## src/rtl/reaction_ctrl.sv

```systemverilog
// reaction_ctrl: control FSM for the reaction-timer game.
//
// Generates the slow datapath clock. Conditions the player's push-button into a
// single-cycle press pulse. Sequences IDLE -> DELAY -> TIMING -> DISPLAY and
// flags false starts and timeouts.
//
// Ports:
//   Clock      in   system clock, rising edge
//   Resetn     in   asynchronous active-low reset
//   KEYn       in   raw push-button, active-low, asynchronous to Clock
//   FLAG       in   delay-expired level from the datapath (SlowClock domain)
//   state      out  registered FSM code: 0 IDLE, 1 DELAY, 2 TIMING, 3 DISPLAY
//   SlowClock  out  50% duty clock at TICK_HZ for the datapath
//   Early      out  false-start indicator
//   Timeout    out  reaction exceeded MAX_TICKS slow ticks
module reaction_ctrl #(
    parameter int CLK_HZ    = 50000000,
    parameter int TICK_HZ   = 100,
    parameter int DB_CYCLES = 1000000,
    parameter int MAX_TICKS = 100
) (
    input  logic       Clock,
    input  logic       Resetn,
    input  logic       KEYn,
    input  logic       FLAG,
    output logic [1:0] state,
    output logic       SlowClock,
    output logic       Early,
    output logic       Timeout
);

    localparam int DIV   = CLK_HZ / (2 * TICK_HZ);
    localparam int DIV_W = $clog2(DIV + 1);
    localparam int DB_W  = $clog2(DB_CYCLES + 1);
    localparam int DW_MX = (MAX_TICKS > 2) ? MAX_TICKS : 2;
    localparam int DW_W  = $clog2(DW_MX + 1);

    localparam logic [1:0] S_IDLE    = 2'd0;
    localparam logic [1:0] S_DELAY   = 2'd1;
    localparam logic [1:0] S_TIMING  = 2'd2;
    localparam logic [1:0] S_DISPLAY = 2'd3;

    // ---------------- slow clock divider ----------------
    logic [DIV_W-1:0] div_cnt;
    logic             div_wrap;
    logic             tick;

    assign div_wrap = (div_cnt == DIV_W'(DIV - 1));
    // The tick is high in the cycle whose closing edge drives SlowClock 0->1.
    assign tick     = div_wrap && !SlowClock;

    always_ff @(posedge Clock or negedge Resetn) begin
        if (!Resetn) begin
            div_cnt   <= '0;
            SlowClock <= 1'b0;
        end else if (div_wrap) begin
            div_cnt   <= '0;
            SlowClock <= ~SlowClock;
        end else begin
            div_cnt   <= div_cnt + 1'b1;
        end
    end

    // ---------------- key synchronizer, debounce, edge detect ----------------
    logic            key_m, key_s;
    logic            key_db, key_db_d;
    logic [DB_W-1:0] db_cnt;
    logic            press;

    always_ff @(posedge Clock or negedge Resetn) begin
        if (!Resetn) begin
            key_m    <= 1'b1;
            key_s    <= 1'b1;
            key_db   <= 1'b1;
            key_db_d <= 1'b1;
            db_cnt   <= '0;
        end else begin
            key_m    <= KEYn;
            key_s    <= key_m;
            key_db_d <= key_db;
            if (key_s == key_db) begin
                db_cnt <= '0;
            end else if (db_cnt == DB_W'(DB_CYCLES - 1)) begin
                // This is the DB_CYCLES-th consecutive differing cycle.
                key_db <= key_s;
                db_cnt <= '0;
            end else begin
                db_cnt <= db_cnt + 1'b1;
            end
        end
    end

    // Only the debounced falling edge is a press; release is silent.
    assign press = key_db_d && !key_db;

    // ---------------- FLAG synchronizer ----------------
    logic flag_m, flag_s;

    always_ff @(posedge Clock or negedge Resetn) begin
        if (!Resetn) begin
            flag_m <= 1'b0;
            flag_s <= 1'b0;
        end else begin
            flag_m <= FLAG;
            flag_s <= flag_m;
        end
    end

    // ---------------- FSM ----------------
    logic [DW_W-1:0] dwell;
    logic [DW_W-1:0] dwell_max;
    logic            dwell_ok;
    logic            time_up;
    logic [1:0]      state_n;
    logic            early_n;
    logic            timeout_n;

    // dwell >= 2 guarantees the datapath saw at least two slow ticks in this state.
    assign dwell_ok  = (dwell >= DW_W'(2));
    assign dwell_max = (state == S_TIMING) ? DW_W'(MAX_TICKS) : DW_W'(2);
    assign time_up   = tick && (dwell == DW_W'(MAX_TICKS - 1));

    always_comb begin
        state_n   = state;
        early_n   = Early;
        timeout_n = Timeout;
        case (state)
            S_IDLE: begin
                if (press && dwell_ok) begin
                    state_n   = S_DELAY;
                    early_n   = 1'b0;
                    timeout_n = 1'b0;
                end
            end
            S_DELAY: begin
                // A press beats a simultaneous flag: it is a false start.
                if (press) begin
                    state_n = S_IDLE;
                    early_n = 1'b1;
                end else if (flag_s && dwell_ok) begin
                    state_n = S_TIMING;
                end
            end
            S_TIMING: begin
                // A press on the timeout tick is still a valid reaction.
                if (press) begin
                    state_n = S_DISPLAY;
                end else if (time_up) begin
                    state_n   = S_DISPLAY;
                    timeout_n = 1'b1;
                end
            end
            default: begin
                if (press) begin
                    state_n = S_IDLE;
                end
            end
        endcase
    end

    always_ff @(posedge Clock or negedge Resetn) begin
        if (!Resetn) begin
            state   <= S_IDLE;
            Early   <= 1'b0;
            Timeout <= 1'b0;
            dwell   <= '0;
        end else begin
            state   <= state_n;
            Early   <= early_n;
            Timeout <= timeout_n;
            if (state_n != state) begin
                dwell <= '0;
            end else if (tick && (dwell != dwell_max)) begin
                dwell <= dwell + 1'b1;
            end
        end
    end

endmodule
```

## config.mk

```make
export PLATFORM = sky130hd
export DESIGN_NAME = reaction_ctrl
export DESIGN_NICKNAME = d
export VERILOG_FILES = /design/src/rtl/reaction_ctrl.sv
export SDC_FILE = /design/constraint.sdc
export NUM_CORES = 1
export LEC_CHECK = 0
export BUFFER_PORTS_ARGS = -buffer_cell sky130_fd_sc_hd__buf_2
export CAP_MARGIN = 5
export CORE_UTILIZATION = 37
export DETAILED_ROUTE_END_ITERATION = 10
export GPL_TIMING_DRIVEN = 0
export PLACE_DENSITY_LB_ADDON = 0.2
export SKIP_LAST_GASP = 1
export SYNTH_ARGS = -nofsm -noshare
export SYNTH_HDL_FRONTEND = slang
export SYNTH_SLANG_ARGS = --single-unit
```

## constraint.sdc

```tcl
create_clock -name Clock -period 4.35 [get_ports Clock]
set_input_delay 0.87 -clock Clock [delete_from_list [all_inputs] [get_ports Clock]]
set_output_delay 0.87 -clock Clock [all_outputs]
set_load 0.03 [all_outputs]
```

==> qor.yml, run 1 <==
outcome:
  outcome: "completed"
clock_tree:
  cts_setup_buffers: 0
  htree_levels: 2
  cts-root-buf: "clkbuf_8"
  holdBufCountCts: 0
  cts.path.max_buffers: 2
  postCtsResizedCells: 0
  clock_latency_ns: 0.31
  cts_buffers: 5
  clk_pin_slew_ns: 0.10
  cts_sinks: 56
  cts_tree: "done"
grt:
  grt_pass1_wl_um: 8121
  grt_max_degree: 57
  antenna_found_initial: 0
  grt_pass1_vias: 1692
  grt_use_total_pct: 13.75
  overflow: 0
yosys:
  synth-edff-count: 0
  synth.area.top_cells: "dfrtp_1, xor2_1, xnor2_1"
  synthArstFlopShare_pct: 100.0
  syn_avg_cell_area_um2: 10.33
  yosysMostFrequentCell: "dfrtp_1"
  synthCells: 262
  ys_types: 48
  synth.cell_area_um2: 2706
  synth_top_cell_by_area: "dfrtp_1"
  yosys_warnings: 0
  synthFlopType: "dfrtp_1"
  yosys_register_bits: 56
  syn-num-nets: 270
  yosysSeqAreaShare_pct: 51.96
  synth_top_area_share_pct: 48.08
  synthTopCellsByCount: "dfrtp_1, nor2_1, xor2_1"
sta:
  worst_pin_slew_ns: 1.012
  min_period_ns: 2.225
  fmax_mhz: 449.5
  relSlewSlack_pct: 31.90
  fin_tns_setup_ns: 0
  fin_ws_ns: 2.125
  skew_ns: 0.008077
  setup_violations: 0
  finalHoldViolations: 0
  timing.final.crit_share_pct: 51.15
  rsz0062_at_grt: "false"
  slew_violations: 0
placement:
  numPortBuffers: 8
  postPlaceCellArea_um2: 2867
  hpwlAfterDp_um: 3154
  pre_cts_ws_ns: 2.125
  place_congestion: 0.7773
worst_hold_path:
  hold_start: "key_m$_DFF_PN1_"
  hold_path_depth: 0
  hp-class: "reg -> reg"
setup_path:
  crit_path_start: "db_cnt[0]$_DFF_PN0_"
  cp_max_fo: 10
  cp-start-kind: "flop"
  reg2reg_depth: 8
  r2r-end: "db_cnt[15]$_DFF_PN0_"
  crit_end: "db_cnt[15]$_DFF_PN0_"
  cp-end-kind: "flop"
  arrival_ns: 2.42
  reg2reg_from: "db_cnt[0]$_DFF_PN0_"
  required_ns: 4.55
  rrSetupSlack_ns: 2.13
  criticalPathCategory: "reg -> reg"
route:
  wl_um: 4710
  drc: 0
  drt_iter0_drc: 69
  drtAntennaViolNets: 0
  wl_per_cell_um: 12.59
  drtPass1Iterations: 4
  vias: 1840
  via_per_inst: 4.920
floorplanning:
  die_y_um: 87.53
  die_x_um: 87.53
  dieArea_um2: 7661
  pin_count: 9
  start_util_pct: 38.97
  rows: 30
  core-area_um2: 6944
power_and_ir_drop:
  power_mw: 0.8300
  ir_worst_vdd_mv: 0.1119
  power.leakage_nw: 1.320
  p_per_area_nw_per_um2: 280.7
cells_and_area:
  drive_gt1_share_pct: 12.95
  utilization_pct: 42.58
  n_antenna_cell: 0
  layout.nets: 285
  area_growth_pct: 9.247
  design_area_um2: 2957
flow_run:
  cap_violations: 0
## critical path, cell delays in order, from the launching register on
cell and delay, ns:
dfrtp_1 0.41, ha_1 0.20, nand3_1 0.15, or2_2 0.35, or3_1 0.39, nand2b_1 0.08, buf_2 0.21, buf_2 0.25
nor2_1 0.07
## per-stage QoR
| step | hold WS [ns] | cells |
|---|---|---|
| final | 0.3631 | 374 |
| after global routing | 0.3704 | 374 |
| after CTS | 0.3638 | 374 |
| after detailed placement | 0.3373 | 366 |
| after global placement | 0.3462 | 366 |
| after floorplan | 0.3312 | 262 |
## cell usage in the layout (no fill, tap or decap), types with 6 or more instances in the layout
cell type  synthesis  final
dfrtp_1           52     52
nor2_1            40     40
xor2_1            20     20
nand2_1           19     19
xnor2_1           18     18
nand3_1           14     14
nand4_1           11     11
buf_2              3     10
nor4_1             8      8
o21ai_0            6      6
inv_1              6      6
## layout make-up
type	count	area [µm²]
Clock inverter	3	18.77
Timing Repair Buffer	8	42.54
Buffer	8	36.28
Clock buffer	5	68.82
Tap cell	96	120.1
Multi-Input combinational cell	192	1241
Sequential cell	56	1406
Inverter	6	22.52
Fill cell	688	3988
## worst min path at each step
stage                  endpoint  slack, ns
5_1_grt         key_s$_DFF_PN1_       0.37
3_5_place_dp   flag_s$_DFF_PN0_       0.34
4_1_cts         key_s$_DFF_PN1_       0.36
2_1_floorplan  flag_s$_DFF_PN0_       0.33
6_report        key_s$_DFF_PN1_       0.36
3_3_place_gp    key_s$_DFF_PN1_       0.35
## metal layers
metal | routed length, µm | track usage, %
met1 | 2443 | 19.45
met2 | 2104 | 20.88
met3 | 111 | 3.128
met4 | 51 | 4.471
met5 | 0 | 0
## kinds of logic (layout without fill, tap and decap cells)
family / count (synthesis) / in the layout / synth area share, %
AO/OA/AOI/OAI: 18 / 18 / 4.808
buffers and inverters: 14 / 30 / 2.173
multiplexers: 2 / 2 / 0.7859
AND/OR/NAND/NOR: 130 / 130 / 26.12
adder cells (fa/ha/maj): 4 / 4 / 1.849
flip-flops: 56 / 56 / 51.96
XOR/XNOR: 38 / 38 / 12.30
## sequential cells by signal, summed over array words and instances (netlist names)
signal,count
flag_s,1
key_m,1
key_db_d,1
SlowClock,1
Early,1
div_cnt,18
db_cnt,20
state,2
dwell,7
flag_m,1
Timeout,1
key_db,1
key_s,1
## power breakdown
group          internal, mW  switching [mW]
clock network         0.113           0.169
registers             0.525         0.00317
logic               0.00459          0.0150
total                 0.643           0.188
No activity file was read; power rests on OpenSTA's default activity.
==> run 2: changes to the inputs <==
Clock period 4.35 ns to 1.85 ns, I/O delays scaled along.
==> run 2 against run 1 <==
Effect of this change:
- the run now ends with negative setup slack left
- fmax grew 14%
- register-to-register slack worse by 2.2 ns
- via count up 4.7%
- non-clock buffer count grew 15
- highest routed layer unchanged
==> qor.yml, run 2 (synthesized netlist as in run 1, its figures left out) <==
clock_tree:
  cts_buffers: 5
  cts_sinks: 56
  clk_pin_slew_ns: 0.10
  cts.path.max_buffers: 2
  htree_levels: 2
  clock_latency_ns: 0.31
  holdBufCountCts: 0
  cts_tree: "done"
  cts-root-buf: "clkbuf_8"
sta:
  rsz0062_at_grt: "true"
  fmax_mhz: 512.5
  skew_ns: 0.004367
  relSlewSlack_pct: 54.08
  timing.final.crit_share_pct: 105.5
  slew_violations: 0
  finalHoldViolations: 0
  worst_pin_slew_ns: 0.6887
  fin_tns_setup_ns: -0.7352
  setup_violations: 8
  min_period_ns: 1.951
  fin_ws_ns: -0.1013
cells_and_area:
  largest_reg_flops: 20
  n_antenna_cell: 0
  area_growth_pct: 23.16
  mostFrequentLayoutCell: "dfrtp_1"
  final_cell_mix: "dfrtp_1, nor2_1, xor2_1"
  drive_gt1_share_pct: 24.23
  reg_top3: "db_cnt: 20 flops, div_cnt: 18 flops, dwell: 7 flops"
  largest_register: "db_cnt"
  fillers: 650
  instances_no_fill: 389
  design_area_um2: 3333
  layout.nets: 300
placement:
  place_congestion: 0.7528
  dp_cells: 366
  hpwlAfterDp_um: 3157
  postPlaceCellArea_um2: 2900
  numPortBuffers: 8
setup_path:
  criticalPathCategory: "reg -> reg"
  required_ns: 2.05
  cp-end-kind: "flop"
  slowest_stage: "or4_4"
  cpPeakStageDelay_ns: 0.56
  cp-start-kind: "flop"
  crit_path_cell_trace: "nor4_4, nand4_4, buf_4, or4_4, nand3_4, nor2_1"
  cp_num_buf_inv: 1
  arrival_ns: 2.16
  crit_family: "simple AND/OR/NAND/NOR gates"
  cp_max_fo: 7
floorplanning:
  pin_count: 9
  rows: 30
  die_x_um: 87.53
  core-area_um2: 6944
  start_util_pct: 38.97
  dieArea_um2: 7661
  die_y_um: 87.53
grt:
  overflow: 0
  grt_pass1_vias: 1842
  grt_pass1_wl_um: 8631
  antenna_found_initial: 0
  grt_use_total_pct: 14.53
  grt_max_degree: 57
outcome:
  violations: "negative setup slack"
  outcome: "complete, but fails checks"
route:
  drt_iter0_drc: 69
  wl_um: 5032
  via_per_inst: 4.954
  wl_per_cell_um: 12.94
  vias: 1927
  drtPass1Iterations: 4
  drc: 0
  drtAntennaViolNets: 0
power_and_ir_drop:
  ir_worst_vdd_mv: 0.2922
  p_per_area_nw_per_um2: 720.8
  power.leakage_nw: 1.481
  power_mw: 2.402
worst_hold_path:
  hp-class: "in -> async"
flow_run:
  cap_violations: 0
==> run 2: where the power goes <==
part | internal, mW | leakage (nW) | switching, mW | total [mW]
registers | 1.23 | 0.740 | 0.00818 | 1.24
clock network | 0.676 | 0.0784 | 0.402 | 1.08
logic | 0.0369 | 0.663 | 0.0443 | 0.0813
==> run 2: cell type report <==
cell class	count	area, µm²	area share [%]
timing repair buffer	25	200.2	6.006
inverter	6	22.52	0.6757
buffer	6	46.29	1.389
multi-input combinational	192	1373	41.18
tap	96	120.1	3.604
sequential	56	1413	42.38
clock buffer	5	68.82	2.065
clock inverter	3	90.09	2.703
==> run 2: what timing repair did <==
action / CTS / global route
buffers inserted: 11 / 5
gates resized for setup: 9 / 16
cloned: 0 / 1
endpoints found under the setup margin: 29 / 32
endpoints found under the hold margin: 0 / 0
pin swaps: 3 / 8
==> run 2: path summary, 6_finish.rpt <==
path | startpoint | endpoint | slack, ns | cells after the start
setup / recovery | div_cnt[8]$_DFF_PN0_ | dwell[0]$_DFFE_PN0P_ | -0.10 | 6
hold / removal | Resetn | db_cnt[7]$_DFF_PN0_ | 0.1 | 1
setup reg to reg | div_cnt[8]$_DFF_PN0_ | dwell[0]$_DFFE_PN0P_ | -0.10 | 6
hold reg to reg | flag_m$_DFF_PN0_ | flag_s$_DFF_PN0_ | 0.36 | 0
max in group asynchronous | Resetn | div_cnt[11]$_DFF_PN0_ | 1.25 | 1
min in group Clock | KEYn | key_m$_DFF_PN1_ | 0.15 | 1
==> run 2: metal layers <==
metal / up-vias / routed length, µm / track usage (%)
met5: - / 0 / 0
met4: 0 / 82 / 5.812
met2: 14 / 2263 / 22.30
met3: 7 / 96 / 3.128
met1: 945 / 2591 / 20.05
li1: 961 / - / -
==> run 2: per-stage QoR <==
step | hold WS, ns | util (%) | worst slack, ns
after global placement | 0.3399 | 41.77 | -0.2628
after CTS | 0.1390 | 45.93 | -0.1696
after detailed placement | 0.3378 | 41.77 | -0.2779
final | 0.1000 | 48.00 | -0.1013
after global routing | 0.1220 | 48.00 | -0.1623
after floorplan | 0.07441 | - | -0.1055
==> run 3: changes to the inputs <==
Settings changed: MAX_ROUTING_LAYER from default to met4.
==> run 3 against run 2 <==
Effect of this change:
- the flow still finishes with violations (negative setup slack)
- die area did not move
- clock-buffer cell count did not move
- fmax up 0.11%
- total power about the same
- critical path depth stayed put
- non-clock buffer count unchanged
- cell count stayed put
- cell area is the same
- routed wire length barely moved
- worst setup slack better by 0.0022 ns
- critical path type unchanged
- critical endpoint unchanged
- largest power group unchanged
==> qor.yml, run 3 (synthesized netlist as in run 1, its figures left out) <==
placement:
  pre_cts_ws_ns: -0.2779
  hpwlAfterDp_um: 3157
  place_congestion: 0.7625
  numPortBuffers: 8
  postPlaceCellArea_um2: 2900
sta:
  worst_pin_slew_ns: 0.6854
  hold_ws_ns: 0.1035
  slew_violations: 0
  timing.final.crit_share_pct: 105.4
  relSlewSlack_pct: 54.31
  fin_ws_ns: -0.09912
  rsz0062_at_grt: "true"
  fin_tns_setup_ns: -0.7238
  skew_ns: 0.004339
  finalHoldViolations: 0
  setup_violations: 8
  fmax_mhz: 513.1
  min_period_ns: 1.949
clock_tree:
  cts_sinks: 56
  cts-root-buf: "clkbuf_8"
  holdBufCountCts: 0
  htree_levels: 2
  cts_tree: "done"
  clock_latency_ns: 0.31
  cts_buffers: 5
  cts.path.max_buffers: 2
  clk_pin_slew_ns: 0.10
grt:
  grt_use_total_pct: 14.99
  antenna_found_initial: 0
  overflow: 0
  grt_pass1_vias: 1844
  grt_max_degree: 57
  grt_pass1_wl_um: 8631
route:
  via_per_inst: 4.954
  wl_met1_um: 2584
  drtPass1Iterations: 4
  vias: 1927
  wl_met2_um: 2275
  drtAntennaViolNets: 0
  wl_um: 5034
  wl_met3_um: 94
  drt_iter0_drc: 74
  wl_per_cell_um: 12.94
  drc: 0
  routed.top_layer: "met4"
cells_and_area:
  largest_reg_flops: 20
  largest_register: "db_cnt"
  layout.nets: 300
  n_antenna_cell: 0
  final_cell_mix: "dfrtp_1, nor2_1, xor2_1"
  fillers: 650
  reg_top3: "db_cnt: 20 flops, div_cnt: 18 flops, dwell: 7 flops"
  design_area_um2: 3333
  area_growth_pct: 23.16
  drive_gt1_share_pct: 24.23
  mostFrequentLayoutCell: "dfrtp_1"
  utilization_pct: 48.00
setup_path:
  cpPeakStageDelay_ns: 0.56
  slowest_stage: "or4_4"
  required_ns: 2.05
  arrival_ns: 2.15
  cp-start-kind: "flop"
  reg2reg_depth: 6
  cp-end-kind: "flop"
  criticalPathCategory: "reg -> reg"
  crit_path_cell_trace: "nor4_4, nand4_4, buf_4, or4_4, nand3_4, nor2_1"
  cp_max_fo: 7
floorplanning:
  die_y_um: 87.53
  die_x_um: 87.53
  pin_count: 9
  start_util_pct: 38.97
  rows: 30
  core-area_um2: 6944
  dieArea_um2: 7661
power_and_ir_drop:
  ir_worst_vdd_mv: 0.2918
  p_seq_share_pct: 51.7
  p_comb_share_pct: 3.4
  switching_share_pct: 18.92
  p_sw_mw: 0.4547
  intPower_mw: 1.948
  clock_power_share_pct: 44.9
  power.leakage_nw: 1.481
  p_per_area_nw_per_um2: 720.9
outcome:
  outcome: "complete, but fails checks"
  violations: "negative setup slack"
worst_hold_path:
  hp-class: "in -> async"
flow_run:
  cap_violations: 0
-- run 3: worst paths after layout --
path                                      start                    end  slack [ns]
max                        div_cnt[8]$_DFF_PN0_   dwell[0]$_DFFE_PN0P_        -0.1
min                                      Resetn    db_cnt[7]$_DFF_PN0_        0.10
max reg2reg                div_cnt[8]$_DFF_PN0_   dwell[0]$_DFFE_PN0P_        -0.1
min reg2reg                    flag_m$_DFF_PN0_       flag_s$_DFF_PN0_        0.36
max in group asynchronous                Resetn  div_cnt[11]$_DFF_PN0_        1.26
min in group Clock                         KEYn        key_m$_DFF_PN1_        0.15
-- run 3: timing repair --
item / 4_1_cts / 5_1_grt
setup buffers: 11 / 5
cloned: 0 / 1
setup endpoints to repair: 29 / 32
pin swaps: 3 / 8
resized for setup: 9 / 16
-- run 3: cell type report --
cell class | instances | area (µm²) | share of cell area (%)
multi-input combinational | 192 | 1373 | 41.18
inverter | 6 | 22.52 | 0.6757
timing repair buffer | 25 | 200.2 | 6.006
tap | 96 | 120.1 | 3.604
buffer | 6 | 46.29 | 1.389
clock inverter | 3 | 90.09 | 2.703
sequential | 56 | 1413 | 42.38
clock buffer | 5 | 68.82 | 2.065
-- run 3: routing by layer --
metal  vias up  global-route usage, %
met3         7                  3.128
met4         0                  5.812
met2        13                  22.30
li1        961                      -
met1       946                  20.05
met5         -                      -
-- run 3: worst max-delay path: cells and delay by family, from the launching register on --
kind          cells  cell delay (ns)
simple gates      5             1.24
flops             1             0.43
buf+inv           1             0.17
-- run 3: power by group through the flow --
stage / clock, mW / sequential, mW / combinational [mW]
after detailed placement: 0 / 1.27 / 0.0529
after global placement: 0 / 1.27 / 0.0523
final: 1.08 / 1.24 / 0.0814
after CTS: 1.10 / 1.24 / 0.0723
after floorplan: 0 / 1.26 / 0.0201
after global routing: 1.16 / 1.24 / 0.0931
-- run 3: stage by stage --
step	total power [mW]	instances
6_report	2.403	389
5_1_grt	2.493	389
4_1_cts	2.419	384
3_5_place_dp	1.319	366
3_3_place_gp	1.318	366
2_1_floorplan	1.285	262
